<file path="src/rtl/max7219_pkg.sv">
// Shared constants and state types for the MAX7219 sequencer.
// Build option: MAX7219_CTRL_TEST_EN adds a lamp-test prefix to the init sequence.
package max7219_pkg;

   // MAX7219 register addresses
   localparam logic [7:0] REG_DIGIT0    = 8'h01;
   localparam logic [7:0] REG_DECODE    = 8'h09;
   localparam logic [7:0] REG_INTENSITY = 8'h0A;
   localparam logic [7:0] REG_SCANLIM   = 8'h0B;
   localparam logic [7:0] REG_SHUTDOWN  = 8'h0C;
   localparam logic [7:0] REG_TEST      = 8'h0F;

   localparam int INIT_WORDS = 5;
   localparam int NUM_ROWS   = 8;
   localparam int HOLD_BITS  = 20;   // lamp-test hold of 2^20 cycles

   typedef enum logic [2:0] {ST_TEST, ST_HOLD, ST_INIT, ST_IDLE, ST_SCAN} ctrl_state_e;
   typedef enum logic [2:0] {X_IDLE, X_ISSUE, X_WAIT_HI, X_WAIT_LO, X_GAP} xfer_state_e;

   // Register address of each normal init step
   function automatic logic [7:0] init_addr(input logic [2:0] step);
      case (step)
         3'd0:    init_addr = REG_TEST;
         3'd1:    init_addr = REG_DECODE;
         3'd2:    init_addr = REG_INTENSITY;
         3'd3:    init_addr = REG_SCANLIM;
         default: init_addr = REG_SHUTDOWN;
      endcase
   endfunction

endpackage

</file>
<file path="src/rtl/max7219_xfer.sv">
// One-word handshake with the MAX7219 serial driver: ISSUE -> WAIT_HI -> WAIT_LO -> GAP,
// with a watchdog on both wait states. addr/data/str are registered outputs.
module max7219_xfer
   import max7219_pkg::*;
#(
   parameter int GAP_CYC     = 4,
   parameter int TIMEOUT_CYC = 4096
) (
   input  logic       clk_i,
   input  logic       rst_i,
   input  logic       start_i,
   input  logic [7:0] addr_i,
   input  logic [7:0] data_i,
   input  logic       busy_i,
   output logic       ready_o,
   output logic       done_o,
   output logic       timeout_o,
   output logic       str_o,
   output logic [7:0] addr_o,
   output logic [7:0] data_o
);

   localparam int GW = (GAP_CYC > 1) ? $clog2(GAP_CYC) : 1;
   localparam int WW = $clog2(TIMEOUT_CYC) + 1;
   localparam logic [GW-1:0] GAP_LAST = GW'(GAP_CYC - 1);
   localparam logic [WW-1:0] WD_LAST  = WW'(TIMEOUT_CYC - 1);

   xfer_state_e   state_q, state_d;
   logic [GW-1:0] gap_q, gap_d;
   logic [WW-1:0] wd_q, wd_d;
   logic          str_q, str_d;
   logic [7:0]    addr_q, addr_d, data_q, data_d;
   logic          wd_hit, gap_end;

   assign wd_hit  = (wd_q == WD_LAST);
   assign gap_end = (gap_q == GAP_LAST);

   // State and output registers
   always_ff @(posedge clk_i or posedge rst_i) begin
      if (rst_i) begin
         state_q <= X_IDLE;
         gap_q   <= '0;
         wd_q    <= '0;
         str_q   <= 1'b0;
         addr_q  <= 8'h00;
         data_q  <= 8'h00;
      end else begin
         state_q <= state_d;
         gap_q   <= gap_d;
         wd_q    <= wd_d;
         str_q   <= str_d;
         addr_q  <= addr_d;
         data_q  <= data_d;
      end
   end

   // Next state; watchdog clears on every state change and counts only while waiting
   always_comb begin
      state_d = state_q;
      gap_d   = gap_q;
      wd_d    = '0;
      str_d   = str_q;
      addr_d  = addr_q;
      data_d  = data_q;
      case (state_q)
         X_IDLE:    if (start_i) state_d = X_ISSUE;
         X_ISSUE: begin
            // addr/data are captured together with the str rise and held until WAIT_LO ends
            state_d = X_WAIT_HI;
            str_d   = 1'b1;
            addr_d  = addr_i;
            data_d  = data_i;
         end
         X_WAIT_HI: begin
            if (busy_i) state_d = X_WAIT_LO;
            else if (wd_hit) begin
               state_d = X_GAP;
               str_d   = 1'b0;
               gap_d   = '0;
            end else wd_d = wd_q + 1'b1;
         end
         X_WAIT_LO: begin
            if (!busy_i || wd_hit) begin
               state_d = X_GAP;
               str_d   = 1'b0;
               gap_d   = '0;
            end else wd_d = wd_q + 1'b1;
         end
         X_GAP: begin
            // str low for GAP_CYC cycles lets the driver's clock generator reset
            if (gap_end) state_d = start_i ? X_ISSUE : X_IDLE;
            else gap_d = gap_q + 1'b1;
         end
         default: state_d = X_IDLE;
      endcase
   end

   // Handshake strobes to the sequencer
   always_comb begin
      ready_o   = (state_q == X_IDLE) || ((state_q == X_GAP) && gap_end);
      done_o    = (state_q == X_WAIT_LO) && !busy_i;
      timeout_o = ((state_q == X_WAIT_HI) && !busy_i && wd_hit) ||
                  ((state_q == X_WAIT_LO) &&  busy_i && wd_hit);
   end

   assign str_o  = str_q;
   assign addr_o = addr_q;
   assign data_o = data_q;

endmodule

</file>
<file path="src/rtl/max7219_ctrl.sv">
// MAX7219 sequencer: power-up register sequence, then eight digit writes per loaded frame
// from a double-buffered 64-bit image. Watchdog expiry restarts init and sets a sticky err.
// Build option: MAX7219_CTRL_TEST_EN prefixes init with a lamp-test word and a 2^20-cycle hold.
module max7219_ctrl
   import max7219_pkg::*;
#(
   parameter logic [3:0] INTENSITY   = 4'h8,
   parameter logic [2:0] SCAN_LIMIT  = 3'd7,
   parameter int         GAP_CYC     = 4,
   parameter int         TIMEOUT_CYC = 4096
) (
   input  logic        sys_clk,
   input  logic        rst,
   input  logic [63:0] frame,
   input  logic        frame_load,
   output logic        init_done,
   output logic        frame_done,
   output logic        err,
   output logic        spi_str,
   input  logic        spi_busy,
   output logic [7:0]  spi_addr,
   output logic [7:0]  spi_data
);

`ifdef MAX7219_CTRL_TEST_EN
   localparam ctrl_state_e RESET_ST = ST_TEST;
`else
   localparam ctrl_state_e RESET_ST = ST_INIT;
`endif

   ctrl_state_e state_q, state_d;
   logic [2:0]  step_q, step_d;
   logic [63:0] pend_q, pend_d, act_q, act_d;
   logic        flag_q, flag_d;
   logic        init_done_q, init_done_d;
   logic        frame_done_q, frame_done_d;
   logic        err_q, err_d;
`ifdef MAX7219_CTRL_TEST_EN
   logic [HOLD_BITS-1:0] hold_q, hold_d;
`endif

   logic       xfer_start, xfer_ready, xfer_done, xfer_timeout;
   logic [7:0] word_addr, word_data;

   max7219_xfer #(
      .GAP_CYC     (GAP_CYC),
      .TIMEOUT_CYC (TIMEOUT_CYC)
   ) u_xfer (
      .clk_i     (sys_clk),
      .rst_i     (rst),
      .start_i   (xfer_start),
      .addr_i    (word_addr),
      .data_i    (word_data),
      .busy_i    (spi_busy),
      .ready_o   (xfer_ready),
      .done_o    (xfer_done),
      .timeout_o (xfer_timeout),
      .str_o     (spi_str),
      .addr_o    (spi_addr),
      .data_o    (spi_data)
   );

   // Sequencer state, frame buffers and status flags
   always_ff @(posedge sys_clk or posedge rst) begin
      if (rst) begin
         state_q      <= RESET_ST;
         step_q       <= 3'd0;
         pend_q       <= 64'd0;
         act_q        <= 64'd0;
         flag_q       <= 1'b0;
         init_done_q  <= 1'b0;
         frame_done_q <= 1'b0;
         err_q        <= 1'b0;
`ifdef MAX7219_CTRL_TEST_EN
         hold_q       <= '0;
`endif
      end else begin
         state_q      <= state_d;
         step_q       <= step_d;
         pend_q       <= pend_d;
         act_q        <= act_d;
         flag_q       <= flag_d;
         init_done_q  <= init_done_d;
         frame_done_q <= frame_done_d;
         err_q        <= err_d;
`ifdef MAX7219_CTRL_TEST_EN
         hold_q       <= hold_d;
`endif
      end
   end

   // Next state: advance on word completion, pick up pending frames when idle
   always_comb begin
      state_d      = state_q;
      step_d       = step_q;
      pend_d       = pend_q;
      act_d        = act_q;
      flag_d       = flag_q;
      init_done_d  = init_done_q;
      frame_done_d = 1'b0;
      err_d        = err_q;
`ifdef MAX7219_CTRL_TEST_EN
      hold_d       = hold_q;
`endif
      case (state_q)
`ifdef MAX7219_CTRL_TEST_EN
         ST_TEST: if (xfer_done) begin
            state_d = ST_HOLD;
            hold_d  = '0;
         end
         ST_HOLD: begin
            if (&hold_q) state_d = ST_INIT;
            else hold_d = hold_q + 1'b1;
         end
`endif
         ST_INIT: if (xfer_done) begin
            if (step_q == 3'(INIT_WORDS - 1)) begin
               state_d     = ST_IDLE;
               step_d      = 3'd0;
               init_done_d = 1'b1;
            end else step_d = step_q + 3'd1;
         end
         ST_IDLE: if (flag_q && xfer_ready) begin
            act_d   = pend_q;
            flag_d  = 1'b0;
            state_d = ST_SCAN;
            step_d  = 3'd0;
         end
         ST_SCAN: if (xfer_done) begin
            if (step_q == 3'(NUM_ROWS - 1)) begin
               state_d      = ST_IDLE;
               step_d       = 3'd0;
               frame_done_d = 1'b1;
            end else step_d = step_q + 3'd1;
         end
         default: state_d = RESET_ST;
      endcase
      // A load wins over the idle consume so a same-cycle frame is never dropped
      if (frame_load) begin
         pend_d = frame;
         flag_d = 1'b1;
      end
      // Watchdog restart keeps the pending frame and its flag
      if (xfer_timeout) begin
         state_d      = RESET_ST;
         step_d       = 3'd0;
         err_d        = 1'b1;
         init_done_d  = 1'b0;
         frame_done_d = 1'b0;
      end
   end

   // Word to send for the current state/step
   always_comb begin
      xfer_start = 1'b0;
      word_addr  = REG_DIGIT0 + {5'd0, step_q};
      word_data  = act_q[{step_q, 3'b000} +: 8];
      case (state_q)
         ST_TEST: begin
            xfer_start = 1'b1;
            word_addr  = REG_TEST;
            word_data  = 8'h01;
         end
         ST_INIT: begin
            xfer_start = 1'b1;
            word_addr  = init_addr(step_q);
            case (step_q)
               3'd2:    word_data = {4'h0, INTENSITY};
               3'd3:    word_data = {5'h0, SCAN_LIMIT};
               3'd4:    word_data = 8'h01;
               default: word_data = 8'h00;
            endcase
         end
         ST_IDLE: xfer_start = flag_q;
         ST_SCAN: xfer_start = 1'b1;
         default: xfer_start = 1'b0;
      endcase
   end

   assign init_done  = init_done_q;
   assign frame_done = frame_done_q;
   assign err        = err_q;

endmodule

</file>
<file path="config.mk">
export PLATFORM = sky130hd
export DESIGN_NAME = max7219_ctrl
export DESIGN_NICKNAME = d
export VERILOG_FILES = /design/src/rtl/max7219_pkg.sv /design/src/rtl/max7219_xfer.sv /design/src/rtl/max7219_ctrl.sv
export SDC_FILE = /design/constraint.sdc
export NUM_CORES = 1
export LEC_CHECK = 0
export ABC_AREA = 1
export CAP_MARGIN = 40
export CELL_PAD_IN_SITES_DETAIL_PLACEMENT = 0
export CELL_PAD_IN_SITES_GLOBAL_PLACEMENT = 1
export CORE_MARGIN = 5
export CORE_UTILIZATION = 30
export DETAILED_ROUTE_END_ITERATION = 8
export PLACE_DENSITY = 0.7
export SLEW_MARGIN = 25
export SYNTH_ARGS = -nofsm -noshare
export SYNTH_HDL_FRONTEND = slang
export SYNTH_SLANG_ARGS = --single-unit
</file>
<file path="constraint.sdc">
create_clock -name sys_clk -period 8.5 [get_ports sys_clk]
set_input_delay 2.55 -clock sys_clk [delete_from_list [all_inputs] [get_ports sys_clk]]
set_output_delay 2.55 -clock sys_clk [all_outputs]
set_load 0.02 [all_outputs]
</file>
# == After elaboration in Yosys (flattened, before gate mapping) ==
# Index checks and enable logic that the tools add are counted.
# totals
wordCells,126
in_bits,68
output_inout_bits,20
regBits,173
# op_classes
muxes,50
n_addsub,4
eq_ne,26
n_shift,1
reduce_logical,31
# op_table
operator,n
variable part select 64 x 7 -> 8 bit,1
two-way mux 3 bit,17
two-way mux 13 bit,3
case mux 13 bit (2 select lines),1
"== test 3 x 2 -> 1 bit, second input constant",6
case mux 3 bit (3 select lines),2
case mux 8 bit (2 select lines),1
two-way mux 1 bit,15
case mux 3 bit (5 select lines),1
"adder 13 x 1 -> 13 bit, second input constant",1
"== test 13 x 12 -> 1 bit, second input constant",1
"== test 3 bit, second input constant",4
"!= test 3 x 2 -> 1 bit, second input constant",4
case mux 3 bit (4 select lines),1
case mux 4 bit (3 select lines),1
AND reduction 4 bit,3
AND reduction 5 bit,2
nonzero test 2 bit,5
logical NOT 3 bit,3
two-way mux 2 bit,4
"!= test 2 x 1 -> 1 bit, second input constant",4
case mux 4 bit (2 select lines),1
logical AND 1 bit,7
"== test 3 x 1 -> 1 bit, second input constant",2
other kinds (16),22

# == Logic depth before layout (Yosys ltp) ==
# Gate-level depths: netlist of the first run.
# depth
ltp_word,7
ltp_mapped,13

# == Modules after synthesis ==
# Synthesis of the first run repeated with hierarchy kept, for this count alone.
# hier_totals
hier_cells,895
hier_area_um2,8125.3
# modules_own_cells
mod,instances,cells_each,area_per_inst_um2
max7219_ctrl,1,728,6418.7
max7219_xfer,1,167,1706.6

# == Worst setup path after synthesis of the first run ==
# Ideal clock, no wire load.
# synth_timing
path_kind,input to register
start,input port spi_busy
end,register step_q[0]
setup_time_ns,0.118
path_buffers,0
setup_slack_ns,5.160
arrival_ns,3.222
t_required_ns,8.382
stages,8
cell_sequence,nand2_1 > nand2_2 > nor2_8 > nand2_4 > nand2_2 > nand3_2 > nand2_1 > nand2_1
# synth_via
elab_chain_len,6
# synth_lines
item,line,text
from (decl),max7219_ctrl.sv:20,"input logic spi_busy,"
logical NOT 1 bit,"max7219_xfer.sv:101, max7219_xfer.sv:102",
logical AND 1 bit (2 in series),max7219_xfer.sv:102,timeout_o = ((state_q == X_WAIT_HI) && !busy_i && wd_hit) ||
logical OR 1 bit,max7219_xfer.sv:102,
!= test 3 x 1 -> 1 bit (no source line) (tied with other cells),--,
AND reduction 4 bit (no source line),--,
to (signal assigned),max7219_ctrl.sv:79,step_q <= step_d;
to (decl),max7219_ctrl.sv:32,"logic [2:0] step_q, step_d;"
# Several ways; a longest one is shown, not always the timed one.
# A chain may end at the register's enable or synchronous reset.

# == Worst setup path in the final report of the first run ==
# layout_timing
start,"register u_xfer.data_q[3], in the netlist u_xfer.data_o[3]"
end,output port spi_data[3]
# layout_rtl
item,line,text
from (decl),max7219_xfer.sv:32,"logic [7:0] addr_q, addr_d, data_q, data_d;"
from (signal assigned),max7219_xfer.sv:53,data_q <= data_d;
to (decl),max7219_ctrl.sv:22,output logic [7:0] spi_data
# No word-level cell between the ends.

==> reports/results.ini, run 1 <==
[status]
status = completed

[drt]
ant_nets = 0
routed_wl_um = 17810
viasPerCell = 4.455
drt_pre_antenna_iters = 4
num_vias = 5725
wire_per_inst_um = 13.86
drt_iter0_markers = 430
drc = 0

[synth]
ys_ff_latch = 169
synth_ff_type = dfrtp_1
postSynthAreaPerCell_um2 = 8.766
synth_edf_count = 0
synth_compound_area_share_pct = 14.57
synthXorXnorAreaFrac_pct = 0.5690
synth.distinct_cells = 45
ys_seq_area_share_pct = 54.97
postSynthCellCount = 878
synth_mux_area_share_pct = 0
yosys_warnings = 0
synthesis.area_um2 = 7696
synth_top_family_by_area = simple AND/OR/NAND/NOR gates
async_flop_share_pct = 100.0
synth_fa_ha_area_share_pct = 1.301
synthSimpleGateAreaFrac_pct = 19.56

[timing]
whs_ns = 0.4626
slew_violations = 0
finClkSkew_ns = 0.01007
period_share_pct = 46.93
setup_violations = 0
finalCriticalPeriod_ns = 3.989
tns_ns = 0
rsz0062_at_grt = false
max_freq_mhz = 250.7
maxSlewHeadroom_pct = 57.84
tightest_slew_ns = 0.6325
hold_violations = 0

[global_route]
grt_pass1_vias = 5630
grt-ovfl-total = 0
grt_start_max_net_pins = 119
grt_first_pass_wirelength_um = 29520
antenna_found_initial = 0
track_usage_pct = 12.75

[clocking]
post_cts_resized = 0
cts_setup_buffers = 0
cts_made_buffers = 17
cts_buffer_depth = 2
cts_tree = built
clkTransAtPathRegs_ns = 0.07
cts_sinks = 169
cts_hold_buf = 0
htreeDepth = 4
clk_latency_ns = 0.43
clockRootBuffer = clkbuf_16

[worst_setup_path]
endpoint_kind = output pin
start_kind = flip-flop
crit_chain = clkdlybuf4s50_1
worst-path-buf-inv = 1
cp_max_fo = 2
arrival_ns = 1.44
crit_required_ns = 5.95
critPathMaxStageDelay_ns = 0.62
cpLargestDelayFamily = buffers and inverters
cpMaxStageDelayCell = clkdlybuf4s50_1
crit_type = reg -> out

[layout]
area_growth_pct = 20.83
layout.nets = 1019
drive_gt1_share_pct = 8.901
diodes = 0
mostFrequentLayoutCell = nand2_1
layout_common_cells = nand2_1, dfrtp_1, o21ai_0

[pwr]
irDropWorstVdd_uv = 130.0
power.static_leakage_nw = 4.366
power.density_nw_per_um2 = 294.0

[floorplan]
dieWidth_um = 170.2
io_pins = 88
start_util_pct = 30.47
die_y_um = 170.2
die-area_um2 = 28960
num_rows = 58
core_region_area_um2 = 25250

[run]
cap_violations = 0

[place]
port_buffers = 83
dpl.hpwl_um = 12280
gp_congestion = 0.7750

[min_path]
hold_path_class = reg -> reg

## cell families after synthesis
logic type / after synthesis
flops: 169
other cells: 1
compound gates: 208
simple gates: 336
buf+inv: 151
fa+ha+maj: 8
xor+xnor: 5
## registers in the layout, summed over array words and instances, names as in the netlist
register / count
act_q: 64
err: 1
flag_q: 1
frame_done: 1
init_done: 1
pend_q: 64
state_q: 3
step_q: 3
u_xfer.addr_o: 4
u_xfer.data_o: 8
u_xfer.gap_q: 2
u_xfer.state_q: 3
u_xfer.str_o: 1
u_xfer.wd_q: 13
## cells in the mapped netlist (4+ instances only)
| cell type | n | area (um^2) |
|---|---|---|
| buf_6 | 10 | 112.6 |
| dfrtp_1 | 168 | 4204 |
| nand4_1 | 8 | 50.05 |
| buf_4 | 9 | 67.56 |
| ha_1 | 8 | 100.1 |
| nor2_2 | 9 | 56.30 |
| xor2_1 | 4 | 35.03 |
| nand2_2 | 10 | 62.56 |
| nor3_1 | 4 | 20.02 |
| o21ai_0 | 100 | 500.5 |
| a21oi_1 | 9 | 45.04 |
| nand2_4 | 4 | 45.04 |
| nand2_1 | 191 | 716.9 |
| inv_1 | 95 | 356.6 |
| nor2_1 | 71 | 266.5 |
| o211ai_1 | 15 | 112.6 |
| inv_2 | 9 | 33.78 |
| nand3_1 | 23 | 115.1 |
| o21ai_1 | 71 | 355.3 |
| clkbuf_1 | 13 | 48.80 |
| buf_2 | 12 | 60.06 |
## cell type report
class                      count  area (um^2)
clock buffer                  20        436.7
clock inverter                11        90.09
fill                        2630        15960
inverter                     104        397.9
multi-input combinational    561         2790
sequential                   169         4230
tap                          330        412.9
timing repair buffer          90        940.9
## through the flow
| step | setup WS [ns] | power [W] | instance area (um^2) | cells | util, % |
|---|---|---|---|---|---|
| after floorplan | 1.377 | 0.001764 | 7707 | 881 | - |
| after global placement | 3.902 | 0.002038 | 8687 | 1251 | 34.40 |
| after detailed placement | 4.067 | 0.002047 | 8745 | 1253 | 34.63 |
| after CTS | 4.486 | 0.002770 | 9271 | 1284 | 36.71 |
| after global routing | 4.411 | 0.002944 | 9299 | 1285 | 36.82 |
| final | 4.511 | 0.002734 | 9299 | 1285 | 36.82 |
## metal layers
layer / GRT usage [%] / vias to the layer above / routed length [um]
met3: 2.997 / 9 / 690
met2: 19.14 / 97 / 8010
met1: 18.53 / 2689 / 8944
met4: 3.438 / 0 / 161
met5: 0 / - / 0
li1: - / 2930 / -
## worst paths after layout
kind	start	endpoint	slack [ns]	depth (start not counted)
worst max-delay path	u_xfer.data_o[3]	spi_data[3]	4.51	1
worst min-delay path	u_xfer.wd_q[0]	u_xfer.wd_q[0]	0.46	1
worst max register to register	step_q[0]	state_q[2]	6.31	10
worst min register to register	u_xfer.wd_q[0]	u_xfer.wd_q[0]	0.46	1
max in group asynchronous	rst	pend_q[10]	4.64	4
min in group asynchronous	rst	u_xfer.wd_q[7]	2.51	2
## power breakdown
group	internal, W	total [W]	switching (W)	leakage, nW
logic	0.000349	0.000932	0.000583	1.96
registers	0.000980	0.00109	0.000113	2.16
clock network	0.000378	0.000709	0.000332	0.246
total	0.00171	0.00273	0.00103	4.37
Note: power is estimated with default switching activity, not from simulation.
==> inputs of run 2 (changes only) <==
==> constraint.sdc (replaced) <==
create_clock -name sys_clk -period 3.7 [get_ports sys_clk]
set_input_delay 1.11 -clock sys_clk [delete_from_list [all_inputs] [get_ports sys_clk]]
set_output_delay 1.11 -clock sys_clk [all_outputs]
set_load 0.02 [all_outputs]
==> run 2 against run 1 <==
  * Global-route usage increased by 0.38 points
  * Critical endpoint is now init_done
  * Clock skew rose by 0.0030 ns
  * Cell count up 0.31%
  * First-iteration DRC count decreased by 23%
  * Worst setup slack got worse by 3.4 ns
  * Largest cell class unchanged
==> reports/results.ini, run 2 (same netlist as run 1, synthesis figures left out) <==
[status]
status = completed

[worst_setup_path]
start_kind = flip-flop
crit_type = reg -> out
arrival_ns = 1.44
crit_chain = clkdlybuf4s50_1
cpMaxStageDelayCell = clkdlybuf4s50_1
cpLargestDelayFamily = buffers and inverters
cp_max_fo = 2
crit_required_ns = 2.59
worst-path-buf-inv = 1
worstRegToRegCells = 7
cp_num_cells = 1
critPathMaxStageDelay_ns = 0.62
endpoint_kind = output pin

[global_route]
grt_start_max_net_pins = 130
track_usage_pct = 13.13
grt_first_pass_wirelength_um = 30490
antenna_found_initial = 0
grt_pass1_vias = 5807
grt-ovfl-total = 0

[place]
port_buffers = 83
dpl.hpwl_um = 12830
gp_congestion = 0.7973

[timing]
period_share_pct = 68.92
hold_violations = 0
finalCriticalPeriod_ns = 2.550
setup_violations = 0
tightest_slew_ns = 0.7400
tns_ns = 0
slew_violations = 0
maxSlewHeadroom_pct = 50.67
max_freq_mhz = 392.1
finClkSkew_ns = 0.01308
rsz0062_at_grt = false

[pwr]
clockPowerShare_pct = 28.3
netSwitchingPower_w = 0.002486
combPwrFrac_pct = 33.0
power.density_nw_per_um2 = 691.7
irDropWorstVdd_uv = 343.6
p_seq_share_pct = 38.8
swShare_pct = 38.12
intPower_w = 0.004037
power.static_leakage_nw = 4.432

[clocking]
cts_setup_buffers = 0
htreeDepth = 4
cts_made_buffers = 17
cts_buffer_depth = 2
clockRootBuffer = clkbuf_16
clkTransAtPathRegs_ns = 0.07
cts_tree = built
cts_sinks = 169
cts_hold_buf = 0
post_cts_resized = 0
clk_latency_ns = 0.43

[drt]
drt_pre_antenna_iters = 5
drc = 0
viasPerCell = 4.471
num_vias = 5763
ant_nets = 0
drt_iter0_markers = 331
routed_wl_um = 18440
wire_per_inst_um = 14.31

[layout]
drive_gt1_share_pct = 9.593
layout.nets = 1022
mostFrequentLayoutCell = nand2_1
final_util_pct = 37.34
layout_common_cells = nand2_1, dfrtp_1, o21ai_0
largestRegisters = act_q: 64 flops, pend_q: 64 flops, u_xfer.wd_q: 13 flops
area_growth_pct = 22.53
diodes = 0

[min_path]
holdPathStages = 1
hold_path_class = reg -> reg

[floorplan]
die_y_um = 170.2
start_util_pct = 30.47
die-area_um2 = 28960
io_pins = 88
dieWidth_um = 170.2
num_rows = 58
core_region_area_um2 = 25250

[run]
cap_violations = 0

-- run 2: cell types whose count changed in the layout (fill, tap and decap cells not counted), sizes merged --
cell and delta:
inv -1, clkbuf -3, buf +3, bufinv +1, clkinvlp -2, clkinv +6
-- run 2: worst paths after layout --
kind                                  from              to  slack, ns
max                              init_done       init_done       1.15
min                         u_xfer.wd_q[0]  u_xfer.wd_q[0]       0.47
max reg2reg                u_xfer.gap_q[0]       act_q[10]       1.60
min reg2reg                 u_xfer.wd_q[0]  u_xfer.wd_q[0]       0.47
max in group asynchronous              rst       act_q[34]       2.02
min in group asynchronous              rst      pend_q[38]       0.94
-- run 2: per-layer routing --
layer / vias up / global-route usage, % / routed length (um)
met5: - / 0 / 0
met1: 2717 / 18.60 / 8963
met2: 85 / 20.67 / 8681
li1: 2951 / - / -
met3: 10 / 2.671 / 654
met4: 0 / 3.333 / 142
-- run 2: through the flow --
stage | worst slack [ns] | power (W) | hold WS, ns | area, um^2 | std cells
final | 1.150 | 0.006523 | 0.4703 | 9430 | 1289
after global routing | 1.099 | 0.007007 | 0.5006 | 9430 | 1289
after CTS | 1.117 | 0.006623 | 0.4766 | 9410 | 1288
after detailed placement | 1.014 | 0.004737 | 0.4587 | 8773 | 1256
after global placement | 1.063 | 0.004707 | 0.4448 | 8773 | 1256
after floorplan | 0.4361 | 0.004052 | 0.4303 | 7711 | 881
-- run 2: area by class of cell --
class	count	area, um^2
clock inverter	15	211.5
timing repair buffer	93	965.9
multi-input combinational	561	2790
sequential	169	4230
inverter	104	394.1
clock buffer	17	425.4
tap	330	412.9
fill	2629	15820
-- run 2: power by group through the flow --
stage	Combinational [W]	Sequential [W]	Clock, W
final	0.00215	0.00253	0.00184
after CTS	0.00218	0.00253	0.00191
after floorplan	0.00151	0.00254	0
after global routing	0.00245	0.00258	0.00198
after detailed placement	0.00217	0.00257	0
after global placement	0.00214	0.00256	0
